$ cat src/rtl/muldiv_pkg.sv
`default_nettype none
// ============================================================================
// Module      : muldiv_pkg
// Description : Shared definitions for the iterative multiply/divide unit:
//               operation encodings, FSM state type and default width.
//               Divide support is compiled in with the MULDIV_DIV_EN macro.
// Revision    : 1.0 - initial release
// ============================================================================
package muldiv_pkg;

  localparam int DEFAULT_WIDTH = 32;

  localparam logic [1:0] OP_MULT  = 2'b00;
  localparam logic [1:0] OP_MULTU = 2'b01;
  localparam logic [1:0] OP_DIV   = 2'b10;
  localparam logic [1:0] OP_DIVU  = 2'b11;

  typedef enum logic [1:0] {
    IDLE = 2'd0,
    RUN  = 2'd1,
    FIX  = 2'd2
  } state_t;

endpackage : muldiv_pkg
`default_nettype wire

$ cat src/rtl/muldiv_step.sv
`default_nettype none
// ============================================================================
// Module      : muldiv_step
// Description : One radix-2 iteration of the multiply/divide datapath.
//               Multiply: shift-add on a 2*WIDTH accumulator whose low half
//               holds the remaining multiplier bits.
//               Divide (only when MULDIV_DIV_EN is defined): restoring
//               shift-subtract, quotient in the low half, partial remainder
//               in the high half.
// Revision    : 1.0 - initial release
// ============================================================================
module muldiv_step
  import muldiv_pkg::*;
#(
  parameter int WIDTH = DEFAULT_WIDTH
) (
  input  logic [2*WIDTH-1:0] acc_i,
  input  logic [WIDTH-1:0]   operand_i,
  input  logic               is_div_i,
  output logic [2*WIDTH-1:0] acc_o
);

  logic [WIDTH:0]     w_mul_sum;
  logic [2*WIDTH-1:0] w_mul_next;

  // Multiply step: conditionally add the multiplicand to the high half,
  // then shift the whole accumulator right, keeping the carry.
  always_comb begin
    w_mul_sum  = {1'b0, acc_i[2*WIDTH-1:WIDTH]}
               + (acc_i[0] ? {1'b0, operand_i} : {(WIDTH+1){1'b0}});
    w_mul_next = {w_mul_sum, acc_i[WIDTH-1:1]};
  end

`ifdef MULDIV_DIV_EN
  logic [WIDTH:0]     w_div_top;
  logic [WIDTH:0]     w_div_diff;
  logic [2*WIDTH-1:0] w_div_next;

  // Divide step: shift left one bit, trial-subtract the divisor from the
  // widened high half and keep the difference only when it did not borrow.
  always_comb begin
    w_div_top  = acc_i[2*WIDTH-1:WIDTH-1];
    w_div_diff = w_div_top - {1'b0, operand_i};
    if (w_div_diff[WIDTH]) begin
      w_div_next = {w_div_top[WIDTH-1:0], acc_i[WIDTH-2:0], 1'b0};
    end else begin
      w_div_next = {w_div_diff[WIDTH-1:0], acc_i[WIDTH-2:0], 1'b1};
    end
  end

  // Select the step result for the active operation.
  always_comb begin
    acc_o = is_div_i ? w_div_next : w_mul_next;
  end
`else
  logic w_unused_div;

  // Only multiply exists in this build; the mode input is ignored.
  always_comb begin
    w_unused_div = is_div_i;
    acc_o        = w_mul_next;
  end
`endif

endmodule : muldiv_step
`default_nettype wire

$ cat src/rtl/muldiv_unit.sv
`default_nettype none
// ============================================================================
// Module      : muldiv_unit
// Description : Iterative multiply/divide unit owning the HI/LO registers.
//               MULT/MULTU/DIV/DIVU take WIDTH+2 cycles from start to done;
//               mthi/mtlo style direct writes are accepted only when idle.
//               Divide ops are supported only when MULDIV_DIV_EN is defined;
//               otherwise a divide start is ignored.
// Revision    : 1.0 - initial release
// ============================================================================
module muldiv_unit
  import muldiv_pkg::*;
#(
  parameter int WIDTH = DEFAULT_WIDTH
) (
  input  logic             clk,
  input  logic             reset,
  input  logic             start,
  input  logic [1:0]       op,
  input  logic [WIDTH-1:0] a,
  input  logic [WIDTH-1:0] b,
  input  logic             hilo_we,
  input  logic             hilo_sel,
  input  logic [WIDTH-1:0] hilo_wd,
  output logic             busy,
  output logic             done,
  output logic [WIDTH-1:0] hi,
  output logic [WIDTH-1:0] lo,
  output logic [WIDTH-1:0] rd
);

  localparam int CNT_W = (WIDTH > 1) ? $clog2(WIDTH) : 1;

  state_t             state_q, state_d;
  logic [CNT_W-1:0]   cnt_q, cnt_d;
  logic [2*WIDTH-1:0] acc_q, acc_d;
  logic [WIDTH-1:0]   opnd_q, opnd_d;
  logic               is_div_q, is_div_d;
  logic               neg_q, neg_d;
  logic               rem_neg_q, rem_neg_d;
  logic               dbz_q, dbz_d;
  logic [WIDTH-1:0]   a_orig_q, a_orig_d;
  logic [WIDTH-1:0]   hi_q, hi_d;
  logic [WIDTH-1:0]   lo_q, lo_d;
  logic               done_q, done_d;

  logic               w_op_ok;
  logic               w_signed;
  logic               w_a_neg;
  logic               w_b_neg;
  logic [WIDTH-1:0]   w_a_mag;
  logic [WIDTH-1:0]   w_b_mag;
  logic [2*WIDTH-1:0] w_step_acc;
  logic [2*WIDTH-1:0] w_prod;

  // Single radix-2 iteration; the FSM feeds it the current accumulator.
  muldiv_step #(
    .WIDTH (WIDTH)
  ) u_step (
    .acc_i     (acc_q),
    .operand_i (opnd_q),
    .is_div_i  (is_div_q),
    .acc_o     (w_step_acc)
  );

  // Operand preparation: which ops are accepted and the magnitudes/signs.
  always_comb begin
`ifdef MULDIV_DIV_EN
    w_op_ok  = 1'b1;
`else
    w_op_ok  = ~op[1];
`endif
    w_signed = ~op[0];
    w_a_neg  = w_signed & a[WIDTH-1];
    w_b_neg  = w_signed & b[WIDTH-1];
    w_a_mag  = w_a_neg ? -a : a;
    w_b_mag  = w_b_neg ? -b : b;
    w_prod   = neg_q ? -acc_q : acc_q;
  end

  // Next-state and datapath control for the IDLE/RUN/FIX sequencer.
  always_comb begin
    state_d   = state_q;
    cnt_d     = cnt_q;
    acc_d     = acc_q;
    opnd_d    = opnd_q;
    is_div_d  = is_div_q;
    neg_d     = neg_q;
    rem_neg_d = rem_neg_q;
    dbz_d     = dbz_q;
    a_orig_d  = a_orig_q;
    hi_d      = hi_q;
    lo_d      = lo_q;
    done_d    = 1'b0;

    case (state_q)
      IDLE: begin
        if (start && w_op_ok) begin
          // Multiply keeps the multiplier in the low half and adds the
          // multiplicand; divide starts with the dividend in the low half.
          is_div_d  = op[1];
          neg_d     = w_a_neg ^ w_b_neg;
          rem_neg_d = w_a_neg;
          dbz_d     = (b == '0);
          a_orig_d  = a;
          cnt_d     = '0;
          if (op[1]) begin
            acc_d  = {{WIDTH{1'b0}}, w_a_mag};
            opnd_d = w_b_mag;
          end else begin
            acc_d  = {{WIDTH{1'b0}}, w_b_mag};
            opnd_d = w_a_mag;
          end
          state_d = RUN;
        end else if (hilo_we && !start) begin
          // A start, even an unsupported one, suppresses the direct write.
          if (hilo_sel) begin
            hi_d = hilo_wd;
          end else begin
            lo_d = hilo_wd;
          end
        end
      end

      RUN: begin
        acc_d = w_step_acc;
        cnt_d = cnt_q + 1'b1;
        if (cnt_q == CNT_W'(WIDTH - 1)) begin
          state_d = FIX;
        end
      end

      FIX: begin
        if (is_div_q) begin
          if (dbz_q) begin
            lo_d = '1;
            hi_d = a_orig_q;
          end else begin
            // Quotient sign from the operand signs, remainder follows the
            // dividend; the most-negative / -1 case wraps to itself.
            lo_d = neg_q ? -acc_q[WIDTH-1:0] : acc_q[WIDTH-1:0];
            hi_d = rem_neg_q ? -acc_q[2*WIDTH-1:WIDTH] : acc_q[2*WIDTH-1:WIDTH];
          end
        end else begin
          hi_d = w_prod[2*WIDTH-1:WIDTH];
          lo_d = w_prod[WIDTH-1:0];
        end
        done_d  = 1'b1;
        state_d = IDLE;
      end

      default: begin
        state_d = IDLE;
      end
    endcase
  end

  // State, datapath and HI/LO registers; reset aborts any operation.
  always_ff @(posedge clk or posedge reset) begin
    if (reset) begin
      state_q   <= IDLE;
      cnt_q     <= '0;
      acc_q     <= '0;
      opnd_q    <= '0;
      is_div_q  <= 1'b0;
      neg_q     <= 1'b0;
      rem_neg_q <= 1'b0;
      dbz_q     <= 1'b0;
      a_orig_q  <= '0;
      hi_q      <= '0;
      lo_q      <= '0;
      done_q    <= 1'b0;
    end else begin
      state_q   <= state_d;
      cnt_q     <= cnt_d;
      acc_q     <= acc_d;
      opnd_q    <= opnd_d;
      is_div_q  <= is_div_d;
      neg_q     <= neg_d;
      rem_neg_q <= rem_neg_d;
      dbz_q     <= dbz_d;
      a_orig_q  <= a_orig_d;
      hi_q      <= hi_d;
      lo_q      <= lo_d;
      done_q    <= done_d;
    end
  end

  // Status and register read-out.
  always_comb begin
    busy = (state_q != IDLE);
    done = done_q;
    hi   = hi_q;
    lo   = lo_q;
    rd   = hilo_sel ? hi_q : lo_q;
  end

endmodule : muldiv_unit
`default_nettype wire

$ cat config.mk
export PLATFORM = sky130hd
export DESIGN_NAME = muldiv_unit
export DESIGN_NICKNAME = d
export VERILOG_FILES = /design/src/rtl/muldiv_pkg.sv /design/src/rtl/muldiv_step.sv /design/src/rtl/muldiv_unit.sv
export SDC_FILE = /design/constraint.sdc
export NUM_CORES = 1
export LEC_CHECK = 0
export CAP_MARGIN = 40
export CORE_ASPECT_RATIO = 0.8
export CORE_UTILIZATION = 40
export DETAILED_ROUTE_END_ITERATION = 10
export PLACE_DENSITY = 0.69
export SLEW_MARGIN = 20
export SYNTH_ARGS = -nofsm -noshare
export SYNTH_HDL_FRONTEND = slang
export SYNTH_SLANG_ARGS = --single-unit
$ cat constraint.sdc
create_clock -name clk -period 11.5 [get_ports clk]
set_input_delay 2.875 -clock clk [delete_from_list [all_inputs] [get_ports clk]]
set_output_delay 2.875 -clock clk [all_outputs]
set_load 0.005 [all_outputs]
==> flow_metrics.env, run 1 <==
export IMPL_wl_per_cell_um=22.8
export IMPL_fin_cells=2453
export IMPL_routabilityCongestion=0.949
export IMPL_p_leak_nw=7.24
export IMPL_layout_drive_gt1_share_pct=6.49
export IMPL_finalCriticalPeriod_ns=7.51
export IMPL_async_flop_share_pct=100
export IMPL_grt_pass1_wl_um=85700
export IMPL_dieArea_mm2=0.0377
export IMPL_layout_commonest_cell="nand2_1"
export IMPL_cts_resized=0
export IMPL_crit_chain="clkdlybuf4s50_1 > buf_4 > mux2_2 > clkdlybuf4s50_1"
export IMPL_peakVddDrop_uv=126
export IMPL_swShare_pct=46.3
export IMPL_synth_area_leaders="dfrtp_1 35%, nand2_1 7.7%, o21ai_0 6.0%, xnor2_1 4.4%, xor2_1 3.9%"
export IMPL_ys_seq_area_share_pct=34.6
export IMPL_cp_required_ns=8.63
export IMPL_fp_dieH_um=174
export IMPL_power_frac_seq_pct=31.2
export IMPL_dp_cells=2408
export IMPL_outcome="complete, no violations"
export IMPL_final_core_util_pct=49.8
export IMPL_cp_max_fo=35
export IMPL_cts_tree="yes"
export IMPL_grt_max_degree=100
export IMPL_p_int_mw=2.73
export IMPL_hpwl_um=41800
export IMPL_use_met2_pct=43.3
export IMPL_synth_cell_type_count=81
export IMPL_final_cell_mix="302 x nand2_1, 203 x dfrtp_1, 200 x clkdlybuf4s50_1"
export IMPL_maxCapViolations=0
export IMPL_start_kind="input pin"
export IMPL_combPwrFrac_pct=53.1
export IMPL_post_cts_repair_setup_buffers=0
export IMPL_cts_hold_repair_buffers=0
export IMPL_use_met3_pct=4.93
export IMPL_htree_num_levels=1
export IMPL_port_buffers=200
export IMPL_clock_root_buffer="clkbuf_16"
export IMPL_cts_max_path_buffers=3
export IMPL_worstMarginPinSlew_ns=0.854
export IMPL_grt_pass1_vias=14021
export IMPL_syn_inst=1833
export IMPL_first_iter_violations=1731
export IMPL_viasPerCell=6.14
export IMPL_timing_final_crit_share_pct=65.3
export IMPL_synth_area_mm2=0.0148
export IMPL_layout_nets=2097
export IMPL_core_mm2=0.0361
export IMPL_drt_first_pass_iters=9
export IMPL_antenna_found_initial=0
export IMPL_clockPowerShare_pct=15.7
export IMPL_hold_viol=0
export IMPL_cts_buffers=24
export IMPL_busiest_layer="met1"
export IMPL_synth_seq_cells=204
export IMPL_max_freq_ghz=0.133
export IMPL_die_w_um=217
export IMPL_hp_class="reg2reg"
export IMPL_slowest_stage="clkdlybuf4s50_1"
export IMPL_max_stage_delay_ns=0.47
export IMPL_syn_nets=1975
export IMPL_drtAntennaViolNets=0
export IMPL_synth_area_leader_cell="dfrtp_1"
export IMPL_drt_wl_total_um=55900
export IMPL_rsz0062_at_grt="false"
export IMPL_ys_warnings_count=0
export IMPL_drv_slew=0
export IMPL_avgSynthCellArea_um2=8.05
export IMPL_r2r_slack_ns=7.61
export IMPL_vias=15053
export IMPL_max_slew_margin_pct=42.3
export IMPL_fin_skew_ns=0.0287
export IMPL_cts_sinks=204
export IMPL_endpoint_kind="primary output"
export IMPL_crit_type="in2out"
export IMPL_synth_top_area_share_pct=34.6
export IMPL_grtUsageTotal_pct=29.2
export IMPL_synthFlopType="dfrtp_1"
export IMPL_clk_latency_ns=0.57
export IMPL_arrival_ns=4.63
export IMPL_syn_to_final_growth_pct=22.0
export IMPL_drcViolationCount=0
export IMPL_start_util_pct=40.8
export IMPL_grt_met1_usage_pct=43.9
export IMPL_finalSetupTns_ns=0
export IMPL_pin_count=201
export IMPL_grt_overflow=0
export IMPL_switching_power_mw=2.35
export IMPL_synth_edf_count=0
export IMPL_path_common_cell="clkdlybuf4s50_1"
export IMPL_power_density_mw_per_mm2=282
export IMPL_rows=62
export IMPL_path_clk_slew_ns=0.06
export IMPL_setup_viol=0
power groups by stage:
stage	registers, mW	clock network (mW)	logic [mW]
2_1_floorplan	1.31	0	1.81
3_3_place_gp	1.57	0	2.58
3_5_place_dp	1.58	0	2.63
4_1_cts	1.57	0.808	2.64
5_1_grt	1.63	0.832	2.95
6_report	1.59	0.798	2.70
layer usage:
layer | vias up | share of wire, %
li1 | 6918 | -
met1 | 7383 | 46
met2 | 672 | 43
met3 | 80 | 8.7
met4 | 0 | 2.2
met5 | - | 0
registers in the layout, indices dropped and copies added (netlist names):
signal and flops:
a_orig_q 32, neg_q 1, lo 32, acc_q 64
rem_neg_q 1, hi 32, dbz_q 1, opnd_q 32
cnt_q 5, done 1, state_q 2, is_div_q 1
final timing paths:
kind	startpoint	to	cells after the start
worst max-delay path	hilo_sel	rd[25]	4
worst min-delay path	opnd_q[17]	opnd_q[17]	2
worst max register to register	acc_q[0]	hi[0]	10
worst min register to register	opnd_q[17]	opnd_q[17]	2
max in group asynchronous	reset	acc_q[1]	5
min in group asynchronous	reset	opnd_q[13]	2
cell usage after synthesis, drive strengths merged (5+ instances only):
master	number
nand2	302
dfrtp	204
o21ai	181
clkbuf	124
a21oi	114
nor2	97
xnor2	74
xor2	66
o22ai	47
nor3	39
ha	38
inv	37
nand3	37
and2	35
mux2	34
o31ai	28
or3	25
or4	25
a31oi	22
a22oi	21
nor4	18
mux2i	17
nand2b	17
nand4	17
o41ai	17
a221o	16
o211ai	16
a21o	15
and3	14
buf	14
nor2b	11
a311oi	9
a211oi	7
a221oi	7
o221ai	7
a2111oi	6
nor3b	5
o21bai	5
or2	5
worst max-delay path, delay by kind of cell:
kind	cells	cell delay (ns)
muxes	1	0.40
buffers and inverters	3	1.35
cells by family after synthesis:
family | share of synthesized area, %
simple gates | 21.5
mux | 3.75
compound gates | 23.9
flops | 34.6
xor+xnor | 8.31
fa+ha+maj | 3.36
buf+inv | 4.64
stage by stage:
stage          worst slack [ns]  power (mW)  cell area, um^2  hold slack [ns]
2_1_floorplan              3.06        3.12            14800            0.437
3_3_place_gp               4.08        4.15            17100            0.455
3_5_place_dp               4.00        4.21            17200            0.460
4_1_cts                    4.00        5.03            18000            0.479
5_1_grt                    3.96        5.41            18000            0.497
6_report                   3.99        5.08            18000            0.478
area by class of cell:
type | instances | area (um^2)
antenna | 1 | 2.50
clock buffer | 36 | 706
clock inverter | 7 | 104
fill | 3503 | 18100
inverter | 37 | 146
multi-input combinational | 1454 | 9030
sequential | 204 | 5110
tap | 480 | 601
timing repair buffer | 234 | 2320
Power figures use the tool's default switching activity.
==> inputs of run 2 (changes only) <==
Clock period 11.5 ns to 7.7 ns, I/O delays scaled along.
==> run 2 against run 1 <==
Total power is 50% higher. Worst hold slack worse by 0.0023 ns. Largest cell class unchanged. Sequential share of layout area hardly changed. Global-route usage is 0.077 points higher. First-iteration DRC count is 1.0% higher. Register-to-register slack worse by 3.8 ns. Die area stayed put. Wire length is 0.22% higher.
==> flow_metrics.env, run 2 (synthesis results as in run 1) <==
export IMPL_p_leak_nw=7.24
export IMPL_routabilityCongestion=0.985
export IMPL_start_util_pct=40.8
export IMPL_crit_chain="clkdlybuf4s50_1 > buf_4 > mux2_2 > clkdlybuf4s50_1"
export IMPL_finalSetupTns_ns=0
export IMPL_worstHoldPathCells=2
export IMPL_n_antenna_cell=0
export IMPL_wl_per_cell_um=22.9
export IMPL_port_buffers=200
export IMPL_pin_count=201
export IMPL_viasPerCell=6.12
export IMPL_grt_overflow=0
export IMPL_htree_num_levels=1
export IMPL_arrival_ns=3.66
export IMPL_clk_latency_ns=0.55
export IMPL_total_power_mw=7.63
export IMPL_dieArea_mm2=0.0377
export IMPL_post_cts_repair_setup_buffers=0
export IMPL_core_mm2=0.0361
export IMPL_setup_viol=0
export IMPL_max_freq_ghz=0.179
export IMPL_cts_hold_repair_buffers=0
export IMPL_drv_slew=0
export IMPL_clock_root_buffer="clkbuf_16"
export IMPL_rsz0062_at_grt="false"
export IMPL_grtUsageTotal_pct=29.3
export IMPL_max_stage_delay_ns=0.46
export IMPL_worstMarginPinSlew_ns=0.838
export IMPL_cp_max_fo=35
export IMPL_power_density_mw_per_mm2=423
export IMPL_outcome="complete, no violations"
export IMPL_layout_commonest_cell="nand2_1"
export IMPL_rows=62
export IMPL_cts_max_path_buffers=3
export IMPL_crit_type="in2out"
export IMPL_syn_to_final_growth_pct=22.2
export IMPL_grt_pass1_vias=14191
export IMPL_drcViolationCount=0
export IMPL_rr_worst_depth=10
export IMPL_hp_class="reg2reg"
export IMPL_cts_buffers=24
export IMPL_first_iter_violations=1749
export IMPL_drt_first_pass_iters=8
export IMPL_max_slew_margin_pct=43.9
export IMPL_path_common_cell="clkdlybuf4s50_1"
export IMPL_cp_required_ns=5.78
export IMPL_start_kind="input pin"
export IMPL_top_register="acc_q"
export IMPL_vias=14998
export IMPL_path_clk_slew_ns=0.06
export IMPL_grt_pass1_wl_um=85600
export IMPL_die_w_um=217
export IMPL_hpwl_um=41800
export IMPL_finalCriticalPeriod_ns=5.59
export IMPL_cts_tree="yes"
export IMPL_antenna_found_initial=0
export IMPL_fin_skew_ns=0.0120
export IMPL_drt_wl_total_um=56000
export IMPL_final_cell_mix="302 x nand2_1, 203 x dfrtp_1, 200 x clkdlybuf4s50_1"
export IMPL_cts_resized=0
export IMPL_layout_setup_ws_ns=2.11
export IMPL_fin_hold_ws_ns=0.476
export IMPL_fill_cells=3493
export IMPL_fp_dieH_um=174
export IMPL_endpoint_kind="primary output"
export IMPL_layout_nets=2097
export IMPL_drtAntennaViolNets=0
export IMPL_largest_register_ffs=64
export IMPL_hold_viol=0
export IMPL_cts_sinks=204
export IMPL_timing_final_crit_share_pct=72.5
export IMPL_peakVddDrop_uv=192
export IMPL_post_place_ws_ns=2.12
export IMPL_slowest_stage="clkdlybuf4s50_1"
export IMPL_layout_drive_gt1_share_pct=6.69
export IMPL_maxCapViolations=0
export IMPL_grt_max_degree=107
## run 2: changes by cell type in the layout (fill, tap and decap cells not counted), sizes merged
cell      change
clkbuf        -7
clkinvlp      +4
bufinv        +2
clkinv        +2
diode         -1
inv           -1
## run 2: power breakdown
group          leakage [nW]  switching, mW  total (mW)  internal, mW
combinational          4.33           2.23        3.99          1.77
clock                 0.406          0.508        1.25         0.747
sequential             2.51          0.782        2.39          1.61
total                  7.24           3.51        7.63          4.12
## run 2: critical path, delay by kind of cell
kind     cells  cell delay, ns
buf+inv      3            1.33
mux          1            0.40
## run 2: final cells by class
| class | count | area, um^2 | share of cell area, % |
|---|---|---|---|
| Timing Repair Buffer | 234 | 2300 | 12.7 |
| Tap cell | 480 | 601 | 3.33 |
| Clock buffer | 29 | 661 | 3.66 |
| Clock inverter | 14 | 191 | 1.06 |
| Inverter | 37 | 146 | 0.812 |
| Multi-Input combinational cell | 1454 | 9030 | 50.1 |
| Sequential cell | 204 | 5110 | 28.3 |
## run 2: final timing paths
check,slack [ns],to,startpoint
max,2.11,rd[19],hilo_sel
min,0.48,opnd_q[26],opnd_q[26]
max reg2reg,3.80,hi[0],acc_q[0]
min reg2reg,0.48,opnd_q[26],opnd_q[26]
max in group asynchronous,4.61,neg_q,reset
min in group asynchronous,1.66,opnd_q[10],reset
## run 2: per-stage QoR
stage,cell area (um^2),util (%),instances
after floorplan,14800,-,1833
after global placement,17100,47.3,2402
after detailed placement,17100,47.3,2406
after CTS,18000,49.7,2449
after global routing,18000,49.9,2452
final,18000,49.9,2452
## run 2: routing by layer
layer  global-route usage (%)  part of all wire (%)  routed length, um
met2                     43.8                    43              24200
met5                        0                     0                  0
met4                     6.19                   2.2               1210
met1                     43.0                    46              26000
met3                     6.46                   8.4               4700
==> inputs of run 3 (changes only) <==
Clock period 7.7 ns to 5.15 ns, I/O delays scaled along.
==> run 3 against run 2 <==
Design area is 0.45% lower. Worst hold slack better by 0.0069 ns. Core utilization is 0.22 points lower. Highest routed layer unchanged. Clock power is 34% higher. Die area stayed put. First-iteration DRC count is 15% higher. Largest power group unchanged. Flip-flop and latch count stayed put. Via count is 0.29% higher.
==> flow_metrics.env, run 3 (synthesis results as in run 1) <==
export IMPL_hold_viol=0
export IMPL_syn_to_final_growth_pct=21.6
export IMPL_crit_start="hilo_sel"
export IMPL_min_from="opnd_q[17]"
export IMPL_core_mm2=0.0361
export IMPL_grt_pass1_wl_um=85000
export IMPL_cts_tree="yes"
export IMPL_grt_pass1_vias=13934
export IMPL_worstHoldPathCells=2
export IMPL_first_iter_violations=2015
export IMPL_clock_root_buffer="clkbuf_16"
export IMPL_vias=15042
export IMPL_drt_wl_total_um=55600
export IMPL_outcome="complete, no violations"
export IMPL_rsz0062_at_grt="false"
export IMPL_drv_slew=0
export IMPL_dp_cells=2411
export IMPL_viasPerCell=6.13
export IMPL_rr_worst_depth=8
export IMPL_dieArea_mm2=0.0377
export IMPL_drtAntennaViolNets=0
export IMPL_grt_overflow=0
export IMPL_path_clk_slew_ns=0.06
export IMPL_finalSetupTns_ns=0
export IMPL_grtUsageTotal_pct=29.0
export IMPL_timing_final_crit_share_pct=83.2
export IMPL_cts_buffers=23
export IMPL_cts_resized=0
export IMPL_layout_commonest_cell="nand2_1"
export IMPL_setup_viol=0
export IMPL_crit_type="in2out"
export IMPL_n_antenna_cell=0
export IMPL_post_cts_repair_setup_buffers=0
export IMPL_start_util_pct=40.8
export IMPL_p_leak_nw=7.21
export IMPL_pin_count=201
export IMPL_finalCriticalPeriod_ns=4.29
export IMPL_path_common_cell="clkdlybuf4s50_1"
export IMPL_dr_wl_met3_um=4970
export IMPL_fin_cells=2453
export IMPL_rows=62
export IMPL_antenna_found_initial=0
export IMPL_max_stage_delay_ns=0.46
export IMPL_layout_nets=2099
export IMPL_cp_max_fo=35
export IMPL_crit_chain="clkdlybuf4s50_1 > buf_4 > mux2_2 > clkdlybuf4s50_1"
export IMPL_top_register="acc_q"
export IMPL_layout_drive_gt1_share_pct=6.79
export IMPL_power_density_mw_per_mm2=625
export IMPL_r2r_start="acc_q[0]"
export IMPL_drcViolationCount=0
export IMPL_die_w_um=217
export IMPL_cts_hold_repair_buffers=0
export IMPL_finalInstanceArea_mm2=0.0180
export IMPL_maxCapViolations=0
export IMPL_cts_max_path_buffers=3
export IMPL_largest_register_ffs=64
export IMPL_final_cell_mix="302 x nand2_1, 203 x dfrtp_1, 200 x clkdlybuf4s50_1"
export IMPL_wl_met1_um=25100
export IMPL_arrival_ns=3.00
export IMPL_routabilityCongestion=0.989
export IMPL_max_slew_margin_pct=41.2
export IMPL_routed_top_layer="met4"
export IMPL_clk_latency_ns=0.55
export IMPL_htree_num_levels=1
export IMPL_grt_max_degree=118
export IMPL_hpwl_um=41600
export IMPL_met2WireLength_um=24300
export IMPL_port_buffers=200
export IMPL_hp_class="reg2reg"
export IMPL_wl_per_cell_um=22.7
export IMPL_max_freq_ghz=0.233
export IMPL_start_kind="input pin"
export IMPL_fp_dieH_um=174
export IMPL_worstMarginPinSlew_ns=0.878
export IMPL_slowest_stage="clkdlybuf4s50_1"
export IMPL_drt_first_pass_iters=5
export IMPL_cp_required_ns=3.86
export IMPL_peakVddDrop_uv=288
export IMPL_cts_sinks=204
export IMPL_place_area_mm2=0.0172
export IMPL_fin_skew_ns=0.0103
export IMPL_endpoint_kind="primary output"
==> run 3: critical path: cells and delay by family <==
kind	cells	cell delay (ns)
buf+inv	3	1.31
mux	1	0.39
==> run 3: path summary, 6_finish.rpt <==
path / end / slack (ns)
worst max-delay path: rd[24] / 0.86
worst min-delay path: opnd_q[17] / 0.48
worst max register to register: hi[0] / 1.35
worst min register to register: opnd_q[17] / 0.48
max in group asynchronous: neg_q / 3.11
min in group asynchronous: opnd_q[10] / 1.11
==> run 3: final cells by class <==
cell class	instances	area, um^2
multi-input cells	1454	9030
fillers	3490	18200
clock buffers	31	646
flip-flops and latches	204	5110
repair buffers	237	2340
clock inverters	10	90.1
inverters	37	143
well taps	480	601
==> run 3: routing by layer <==
metal	GRT usage, %	vias to the layer above
met5	0	-
met4	5.66	0
met3	5.14	82
met2	43.9	705
met1	43.1	7342
li1	-	6913
==> run 3: report_power, final <==
group	switching [mW]	internal, mW	total, mW
Clock	0.733	0.932	1.67
Sequential	1.23	2.40	3.63
Combinational	3.27	2.67	5.94
==> run 3: through the flow <==
| step | hold WS, ns | power, mW | utilization, % | setup slack (ns) |
|---|---|---|---|---|
| floorplan | 0.437 | 6.97 | - | 1.22 |
| global placement | 0.454 | 9.29 | 47.5 | 0.912 |
| detailed placement | 0.466 | 9.41 | 47.6 | 0.873 |
| CTS | 0.486 | 11.1 | 49.6 | 0.873 |
| global route | 0.505 | 12.0 | 49.7 | 0.813 |
| finish | 0.482 | 11.2 | 49.7 | 0.865 |
